`config.mk`:
```
export PLATFORM = sky130hd
export DESIGN_NAME = acc_skew_scheduler_flat
export DESIGN_NICKNAME = d
export VERILOG_FILES = /design/src/rtl/acc_skew_scheduler_if.sv /design/src/rtl/acc_skew_scheduler.sv /design/src/flat_wrapper.sv
export SDC_FILE = /design/constraint.sdc
export NUM_CORES = 1
export LEC_CHECK = 0
export BUFFER_PORTS_ARGS = -buffer_cell sky130_fd_sc_hd__buf_2
export CORE_ASPECT_RATIO = 1.25
export CORE_UTILIZATION = 35
export CTS_CLUSTER_DIAMETER = 50
export DETAILED_ROUTE_END_ITERATION = 16
export SYNTH_ARGS = -nofsm -noshare
export SYNTH_HDL_FRONTEND = slang
export SYNTH_SLANG_ARGS = --single-unit
export TNS_END_PERCENT = 5
```
`constraint.sdc`:
```
create_clock -name clk -period 5.1 [get_ports clk]
set_input_delay 0.51 -clock clk [delete_from_list [all_inputs] [get_ports clk]]
set_output_delay 0.51 -clock clk [all_outputs]
set_load 0.1 [all_outputs]
```
`src/rtl/acc_skew_scheduler_if.sv`:
```
// Bundle between the accumulator FIFOs, the skew scheduler and the
// accumulator array. The slave modport is the scheduler's view. The master
// modport is the view of the block that drives the FIFO heads and the
// tile commands.
interface acc_skew_scheduler_if #(
  parameter int NUM_ROWS = 4,
  parameter int LANE_W   = 16,
  parameter int LEN_W    = 12,
  parameter int STALL_W  = 16
);

  // Tile command
  logic                             start;
  logic                             abort;
  logic [LEN_W-1:0]                 tile_len;

  // FWFT FIFO side
  logic [NUM_ROWS-1:0][LANE_W-1:0]  fifo_data;
  logic [NUM_ROWS-1:0]              fifo_empty;
  logic [NUM_ROWS-1:0]              fifo_pop;

  // Accumulator side
  logic [NUM_ROWS-1:0][LANE_W-1:0]  acc_in;
  logic [NUM_ROWS-1:0]              acc_valid;

  // Status
  logic                             busy;
  logic                             done;
  logic [STALL_W-1:0]               stall_cycles;

  modport master (
    output start, abort, tile_len, fifo_data, fifo_empty,
    input  fifo_pop, acc_in, acc_valid, busy, done, stall_cycles
  );

  modport slave (
    input  start, abort, tile_len, fifo_data, fifo_empty,
    output fifo_pop, acc_in, acc_valid, busy, done, stall_cycles
  );

endinterface

```
`src/rtl/acc_skew_scheduler.sv`:
```
// Skewed (diagonal) wavefront sequencer between the per-row accumulator
// FIFOs and the accumulator array. Row i starts popping i cycles after
// row 0, and each row pops exactly tile_len beats. Any active row whose
// FIFO is empty freezes the entire wavefront, so the diagonal skew never
// breaks. Popped heads reach the accumulator one cycle later, through a
// single register stage.
module acc_skew_scheduler #(
  parameter int NUM_ROWS = 4,
  parameter int LANE_W   = 16,
  parameter int LEN_W    = 12,
  parameter int STALL_W  = 16
) (
  input  logic                clk,
  input  logic                rst_n,
  acc_skew_scheduler_if.slave bus
);

  // Wavefront counter is one bit wider than tile_len, so that
  // len + NUM_ROWS - 2 always fits (NUM_ROWS <= 2**LEN_W).
  localparam int T_W = LEN_W + 1;

  typedef enum logic [1:0] {
    IDLE = 2'd0,
    RUN  = 2'd1,
    DONE = 2'd2
  } state_t;

  state_t                           state;
  state_t                           state_nxt;

  logic [T_W-1:0]                   t_q;
  logic [LEN_W-1:0]                 len_q;
  logic [STALL_W-1:0]               stall_cnt;
  logic [T_W-1:0]                   t_last;

  logic [NUM_ROWS-1:0]              active;
  logic [NUM_ROWS-1:0]              pop;
  logic                             stall;
  logic                             final_beat;
  logic                             accept;
  logic                             busy_c;
  logic                             done_c;

  logic [NUM_ROWS-1:0][LANE_W-1:0]  acc_data_p1;
  logic [NUM_ROWS-1:0]              vld_p1;

  // Increment that holds at all-ones instead of wrapping.
  function automatic logic [STALL_W-1:0] sat_inc(input logic [STALL_W-1:0] v);
    return (&v) ? v : v + STALL_W'(1);
  endfunction

  // Step index of the last beat (row NUM_ROWS-1 finishing); modular add
  // keeps this correct for NUM_ROWS == 1 as well.
  assign t_last = {1'b0, len_q} + T_W'(NUM_ROWS - 2);

  // A row is active while the wavefront lies inside its len-beat window.
  always_comb begin
    active = '0;
    for (int i = 0; i < NUM_ROWS; i++) begin
      active[i] = (t_q >= T_W'(i)) && ((t_q - T_W'(i)) < {1'b0, len_q});
    end
  end

  // Empty flags of rows outside their window are ignored.
  assign stall      = (state == RUN) && |(active & bus.fifo_empty);
  assign final_beat = (state == RUN) && !stall && !bus.abort && (t_q == t_last);
  assign accept     = (state == IDLE) && bus.start && (bus.tile_len != '0);

  // State register.
  always_ff @(posedge clk) begin
    if (!rst_n) begin
      state <= IDLE;
    end else begin
      state <= state_nxt;
    end
  end

  // Next state plus the pop, busy and done decodes. Pops are gated by
  // reset, so a tile dropped by reset pops nothing in the reset cycle.
  always_comb begin
    state_nxt = state;
    pop       = '0;
    busy_c    = 1'b0;
    done_c    = 1'b0;
    unique case (state)
      IDLE: begin
        if (bus.start) begin
          state_nxt = (bus.tile_len != '0) ? RUN : DONE;
        end
      end
      RUN: begin
        busy_c = 1'b1;
        if (rst_n && !bus.abort && !stall) begin
          pop = active;
        end
        if (bus.abort) begin
          state_nxt = IDLE;
        end else if (final_beat) begin
          state_nxt = DONE;
        end
      end
      DONE: begin
        busy_c    = 1'b1;
        done_c    = 1'b1;
        state_nxt = IDLE;
      end
      default: begin
        state_nxt = IDLE;
      end
    endcase
  end

  // Tile length, wavefront position and per-tile stall counter.
  always_ff @(posedge clk) begin
    if (!rst_n) begin
      t_q       <= '0;
      len_q     <= '0;
      stall_cnt <= '0;
    end else if (accept) begin
      t_q       <= '0;
      len_q     <= bus.tile_len;
      stall_cnt <= '0;
    end else if (state == RUN) begin
      if (stall) begin
        stall_cnt <= sat_inc(stall_cnt);
      end else if (!bus.abort) begin
        t_q <= t_q + T_W'(1);
      end
    end
  end

  // ---- stage p1: popped heads registered toward the accumulator ----
  // Lanes that are not valid carry zero.
  always_ff @(posedge clk) begin
    if (!rst_n) begin
      vld_p1      <= '0;
      acc_data_p1 <= '0;
    end else begin
      vld_p1 <= pop;
      for (int i = 0; i < NUM_ROWS; i++) begin
        acc_data_p1[i] <= pop[i] ? bus.fifo_data[i] : '0;
      end
    end
  end

  assign bus.fifo_pop     = pop;
  assign bus.acc_in       = acc_data_p1;
  assign bus.acc_valid    = vld_p1;
  assign bus.busy         = busy_c;
  assign bus.done         = done_c;
  assign bus.stall_cycles = stall_cnt;

endmodule

```
`src/flat_wrapper.sv`:
```
// flat-port wrapper written by rule: the top's interface ports become plain ports
module acc_skew_scheduler_flat 
#(
  parameter int NUM_ROWS = 4,
  parameter int LANE_W   = 16,
  parameter int LEN_W    = 12,
  parameter int STALL_W  = 16
)
  (clk, rst_n, bus_start, bus_abort, bus_tile_len, bus_fifo_data, bus_fifo_empty, bus_fifo_pop, bus_acc_in, bus_acc_valid, bus_busy, bus_done, bus_stall_cycles);
  acc_skew_scheduler_if #(.NUM_ROWS(NUM_ROWS), .LANE_W(LANE_W), .LEN_W(LEN_W), .STALL_W(STALL_W)) bus_i ();
  input  logic clk;
  input  logic rst_n;
  input wire logic [$bits(bus_i.start)-1:0] bus_start;
  input wire logic [$bits(bus_i.abort)-1:0] bus_abort;
  input wire logic [$bits(bus_i.tile_len)-1:0] bus_tile_len;
  input wire logic [$bits(bus_i.fifo_data)-1:0] bus_fifo_data;
  input wire logic [$bits(bus_i.fifo_empty)-1:0] bus_fifo_empty;
  output wire logic [$bits(bus_i.fifo_pop)-1:0] bus_fifo_pop;
  output wire logic [$bits(bus_i.acc_in)-1:0] bus_acc_in;
  output wire logic [$bits(bus_i.acc_valid)-1:0] bus_acc_valid;
  output wire logic [$bits(bus_i.busy)-1:0] bus_busy;
  output wire logic [$bits(bus_i.done)-1:0] bus_done;
  output wire logic [$bits(bus_i.stall_cycles)-1:0] bus_stall_cycles;
  assign bus_i.start = bus_start;
  assign bus_i.abort = bus_abort;
  assign bus_i.tile_len = bus_tile_len;
  assign bus_i.fifo_data = bus_fifo_data;
  assign bus_i.fifo_empty = bus_fifo_empty;
  assign bus_fifo_pop = bus_i.fifo_pop;
  assign bus_acc_in = bus_i.acc_in;
  assign bus_acc_valid = bus_i.acc_valid;
  assign bus_busy = bus_i.busy;
  assign bus_done = bus_i.done;
  assign bus_stall_cycles = bus_i.stall_cycles;
  acc_skew_scheduler #(.NUM_ROWS(NUM_ROWS), .LANE_W(LANE_W), .LEN_W(LEN_W), .STALL_W(STALL_W)) u_core (.clk(clk), .rst_n(rst_n), .bus(bus_i));
endmodule
```
# ---- After elaboration in Yosys (flattened, before gate mapping)
# Index checks and enable logic that the tools add are counted.
dict set report classes {
  reduce_logical 27
  n_div 0
  eq_ne 5
  addsub 6
  n_shift 0
  muxes 9
  order_cmp 8
  n_mul 0
  n_bitwise 5
}
# cell n
set op_table {}
lappend op_table {{13-bit by 12-bit less-than comparator with 1-bit output} 4}
lappend op_table {{13-bit by 1-bit >= comparator with 1-bit output (second input constant)} 2}
lappend op_table {{13-bit by 2-bit >= comparator with 1-bit output (second input constant)} 2}
lappend op_table {{13-bit by 2-bit subtractor with 13-bit output (second input constant)} 2}
lappend op_table {{16-bit by 1-bit adder with 16-bit output (second input constant)} 1}
lappend op_table {{16-bit AND reduction} 1}
lappend op_table {{12-bit by 2-bit adder with 13-bit output (second input constant)} 1}
lappend op_table {{13-bit by 1-bit adder with 13-bit output (second input constant)} 1}
lappend op_table {{13-bit == test} 1}
lappend op_table {{13-bit by 1-bit subtractor with 13-bit output (second input constant)} 1}
lappend op_table {{1-bit logical AND} 12}
lappend op_table {{12-bit nonzero test} 1}
lappend op_table {{2-bit AND reduction} 5}
lappend op_table {{2-bit 2-to-1 mux} 4}
lappend op_table {{4-bit 2-to-1 mux} 2}
lappend op_table {{3-bit AND reduction} 2}
lappend op_table {{4-bit AND} 1}
lappend op_table {{1-bit NOT} 4}
lappend op_table {{2-bit case mux with 2 select lines} 1}
lappend op_table {{2-bit OR reduction} 2}
lappend op_table {{4-bit OR reduction} 1}
lappend op_table {{3-bit by 2-bit inequality test with 1-bit output (second input constant)} 1}
lappend op_table {{2-bit by 1-bit == test with 1-bit output (second input constant)} 1}
lappend op_table {{2-bit == test (second input constant)} 1}
lappend op_table {{other kinds (4)} 6}
dict set report totals {
  word_cells 69
  reg_bits 111
  output_inout_bits 90
  inputBits 84
  n_memories 0
  mem_bits_ro 0
  latch_bits 0
  ramBits 0
}

# ---- Depth between registers and ports, before layout
dict set report logic_depth {
  word_depth 13
  mapped_depth 18
  ltp_nobuf 14
}

# ---- Worst setup path before layout
# No wires, ideal clock.
dict set report synth_timing {
  path_kind {reg2out}
  startpoint {register u_core.t_q[3]}
  endpoint {output bus_fifo_pop[0]}
  arrival_time_ns 4.491
  stages_incl_launch_ff 15
  n_path_buf 2
  path_slack_ns 0.099
  required_time_ns 4.590
  cell_sequence {dfxtp_1 or3_1 buf_2 or4_1 nor3_1 xor2_1 ha_1 nand3_1 or2_2 a211oi_1 nor4_2 a22oi_2 nand3_2 nor4_2 clkbuf_1}
}
dict set report synth_via {
  elab_chain_len 10
  elab_cells_between_ends 22
  classes_between {add/sub (3); order compare (8); mux (2); bitwise (1); reduce/logical (8)}
}
# item line_no
set synth_rtl {}
lappend synth_rtl {{start: declaration} acc_skew_scheduler.sv:31} ;# logic [T_W-1:0] t_q;
lappend synth_rtl {{start signal: assignment} acc_skew_scheduler.sv:127} ;# t_q <= t_q + T_W'(1);
lappend synth_rtl {{13-bit by 1-bit subtractor with 13-bit output or 13-bit by 2-bit subtractor with 13-bit output (tied branches)} acc_skew_scheduler.sv:60} ;# active[i] = (t_q >= T_W'(i)) && ((t_q - T_W'(i)) < {1'b0, len_q});
lappend synth_rtl {{13-bit by 12-bit less-than comparator with 1-bit output} acc_skew_scheduler.sv:60}
lappend synth_rtl {{1-bit logical AND} acc_skew_scheduler.sv:60}
lappend synth_rtl {{4-bit AND} acc_skew_scheduler.sv:65} ;# assign stall = (state == RUN) && |(active & bus.fifo_empty);
lappend synth_rtl {{4-bit OR reduction} acc_skew_scheduler.sv:65}
lappend synth_rtl {{1-bit logical AND} acc_skew_scheduler.sv:65}
lappend synth_rtl {{1-bit logical NOT} acc_skew_scheduler.sv:93} ;# if (rst_n && !bus.abort && !stall) begin
lappend synth_rtl {{1-bit logical AND} acc_skew_scheduler.sv:93}
lappend synth_rtl {{4-bit 2-to-1 mux *} acc_skew_scheduler.sv:93}
lappend synth_rtl {{4-bit 2-to-1 mux *} acc_skew_scheduler.sv:85} ;# unique case (state)
lappend synth_rtl {{end: declaration} flat_wrapper.sv:18} ;# output wire logic [$bits(bus_i.fifo_pop)-1:0] bus_fifo_pop;
# Every way passes the cells marked *; elsewhere a longest branch is shown, timed or not.

# ---- Final worst setup path
dict set report layout_timing {
  startpoint {register u_core.t_q[2]}
  endpoint {output bus_fifo_pop[0]}
}
# The elaborated chain is that of the path after synthesis.

==> flow_metrics.env <==
export IMPL_hold_viol=0
export IMPL_power_share_clock=0.387
export IMPL_internal_power_w=0.001371
export IMPL_instances_no_fill=1053
export IMPL_synth_top_cell_by_area="dfxtp_1"
export IMPL_p_leak_nw=3.510
export IMPL_ios=174
export IMPL_grt_setup_unrepaired="no"
export IMPL_grt_pass1_wl_um=25930
export IMPL_place_area_sq_um=7158
export IMPL_num_vias=5150
export IMPL_clock_path_buffers=2
export IMPL_cts_hold_buf=0
export IMPL_root_buffer="clkbuf_16"
export IMPL_finalSetupViolCount=0
export IMPL_cts_tree="done"
export IMPL_final_core_util=0.4485
export IMPL_ant_nets=0
export IMPL_grtUsageMet1=0.2221
export IMPL_yosysMostFrequentCell="dfxtp_1"
export IMPL_firstDrtPassIters=4
export IMPL_grtUsageTotal=0.1865
export IMPL_via_per_inst=4.891
export IMPL_ys_types=56
export IMPL_netSwitchingFraction=0.2774
export IMPL_avgSynthCellArea_sq_um=9.093
export IMPL_floorplan_initialDensity=0.3566
export IMPL_async_reset_ff_frac=0
export IMPL_cp_max_fo=18
export IMPL_grt_pass1_vias=4935
export IMPL_ir_worst_vdd_v=0.0002136
export IMPL_synthesis_nets=800
export IMPL_fillers=1650
export IMPL_drt_iter0_markers=183
export IMPL_use_met2=0.3371
export IMPL_ys_top_cells_by_count="dfxtp_1 (111), and2_1 (66), ha_1 (58), nand2_1 (40), nor2_1 (38)"
export IMPL_regToRegSetupSlack_ns=0.95
export IMPL_drt_total_wl_um=16410
export IMPL_routedWlPerCell_um=15.58
export IMPL_numPlacedInstances=1034
export IMPL_tns_ns=0
export IMPL_post_place_ws_ns=0.3910
export IMPL_synth_edf_count=0
export IMPL_drc=0
export IMPL_path_class="reg2out"
export IMPL_grtUsageMet3=0.02876
export IMPL_status="completed"
export IMPL_drive_gt1_frac=0.2797
export IMPL_cts_buffers=9
export IMPL_fin_ws_ns=0.3125
export IMPL_clkLatencyLatePin_ns=0.35
export IMPL_clk_pin_slew_ns=0.08
export IMPL_hp_class="in2reg"
export IMPL_portBuffers=173
export IMPL_finClkSkew_ns=0.01433
export IMPL_core_area_sq_um=16780
export IMPL_fmax_mhz=208.9
export IMPL_crit_required_ns=4.59
export IMPL_finish_instance_area_sq_um=7525
export IMPL_grt_antenna_before_repair=0
export IMPL_place_gp_congestion=0.8761
export IMPL_dieArea_sq_um=17630
export IMPL_dieWidth_um=118.9
export IMPL_synthTopCellsByArea="dfxtp_1 (37%), ha_1 (12%), and2_1 (6.9%)"
export IMPL_crit_path_start_kind="flop"
export IMPL_p_per_area_nw_per_um2=252.1
export IMPL_synth_seq_area_share=0.3714
export IMPL_cp_arrival_ns=4.28
export IMPL_cap_violations=0
export IMPL_synth_top_area_share=0.3714
export IMPL_synthCells=658
export IMPL_nets=970
export IMPL_synth_ff_type="dfxtp_1"
export IMPL_syn_area_sq_um=5983
export IMPL_period_share=0.9387
export IMPL_antenna_cells=0
export IMPL_row_count=53
export IMPL_slew_headroom=0.1909
export IMPL_chipHeight_um=148.2
export IMPL_p_seq_frac=0.472
export IMPL_crit_path_end_kind="output port"
export IMPL_overflow=0
export IMPL_p_comb_frac=0.141
export IMPL_p_switching_w=0.0005262
export IMPL_worstMarginPinSlew_ns=1.214
export IMPL_grt_max_degree=25
export IMPL_cts_htree_levels=3
export IMPL_fin_crit_ns=4.788
export IMPL_cts_sinks=111
export IMPL_ys_warnings_count=0
export IMPL_dp_hpwl_um=12920
export IMPL_ys_seq_elements=111
export IMPL_area_delta_synth_final_pct=25.76
export IMPL_grt_busiest_layer="met2"
export IMPL_slew_viol_final=0
[final timing paths]
check	from	to	cells past startpoint
worst max-delay path	u_core.t_q[2]	bus_fifo_pop[0]	15
worst min register to register	u_core.bus.stall_cycles[10]	u_core.bus.stall_cycles[10]	2
worst min-delay path	bus_fifo_data[8]	u_core.bus.acc_in[8]	2
worst max register to register	u_core.t_q[2]	u_core.bus.stall_cycles[12]	16
[layer usage]
layer	up-vias	wire length [um]
met5	-	0
met2	92	8588
met1	2396	7064
met4	0	297
li1	2645	-
met3	17	460
[power by group through the flow]
stage	Sequential [W]	Clock, W	Combinational [W]
after floorplan	0.000929	0	0.000166
after global placement	0.000916	0	0.000264
after detailed placement	0.000916	0	0.000265
after CTS	0.000896	0.000751	0.000267
after global routing	0.000899	0.000788	0.000298
final	0.000896	0.000733	0.000268
[worst max-delay path, stage by stage (launching register included)]
cell and delay [ns]:
dfxtp_1 0.39, or3_1 0.42, or4_1 0.55, nor3_1 0.22
xor2_1 0.10, ha_1 0.32, nand3_1 0.09, or2_2 0.32
a211oi_2 0.25, nor4_2 0.10, a22oi_2 0.17, nand3_2 0.17
buf_4 0.25, nor4_2 0.17, buf_4 0.23, buf_12 0.19
[sequential cells by signal, summed over array words and instances (netlist names)]
signal,cells
u_core.bus.acc_in,64
u_core.bus.acc_valid,4
u_core.state,2
u_core.t_q,13
u_core.len_q,12
u_core.bus.stall_cycles,16
[cell usage in the layout (no fill, tap or decap), types with 10 or more instances in the layout]
cell type and instances:
or4_1 10, nand3_1 23, inv_1 26, xor2_1 26
and2_1 66, ha_1 58, buf_4 20, nand2_1 40
nor3_1 13, buf_2 169, dfxtp_1 110, xnor2_1 27
a21oi_1 37, mux2i_1 15, nand4_1 13, nor2_1 38
[through the flow]
stage | power (W) | hold slack (ns)
final | 0.001897 | 0.3470
after global routing | 0.001986 | 0.3410
after CTS | 0.001914 | 0.3366
after detailed placement | 0.001181 | 0.4760
after global placement | 0.001180 | 0.4756
after floorplan | 0.001095 | 0.4578
[layout make-up]
cell class,count,area [sq um],share of cell area
Clock buffer,10,229.0,0.03043
Clock inverter,6,78.83,0.01048
Inverter,26,97.59,0.01297
Multi-Input combinational cell,487,3545,0.4711
Sequential cell,111,2223,0.2955
Tap cell,220,275.3,0.03658
Timing Repair Buffer,193,1076,0.1430
[what timing repair did]
action / 4_1_cts / 5_1_grt
gates resized for setup: 0 / 8
buffers inserted: 0 / 3
cloned: 0 / 0
setup endpoints to repair: 1 / 4
[logic make-up after synthesis]
group           synth area share
compound gates            0.1146
xor+xnor                 0.07758
fa+ha+maj                 0.1213
buf+inv                  0.04203
flops                     0.3714
mux                      0.02886
simple gates              0.2442
Note: power is estimated with default switching activity, not from simulation.
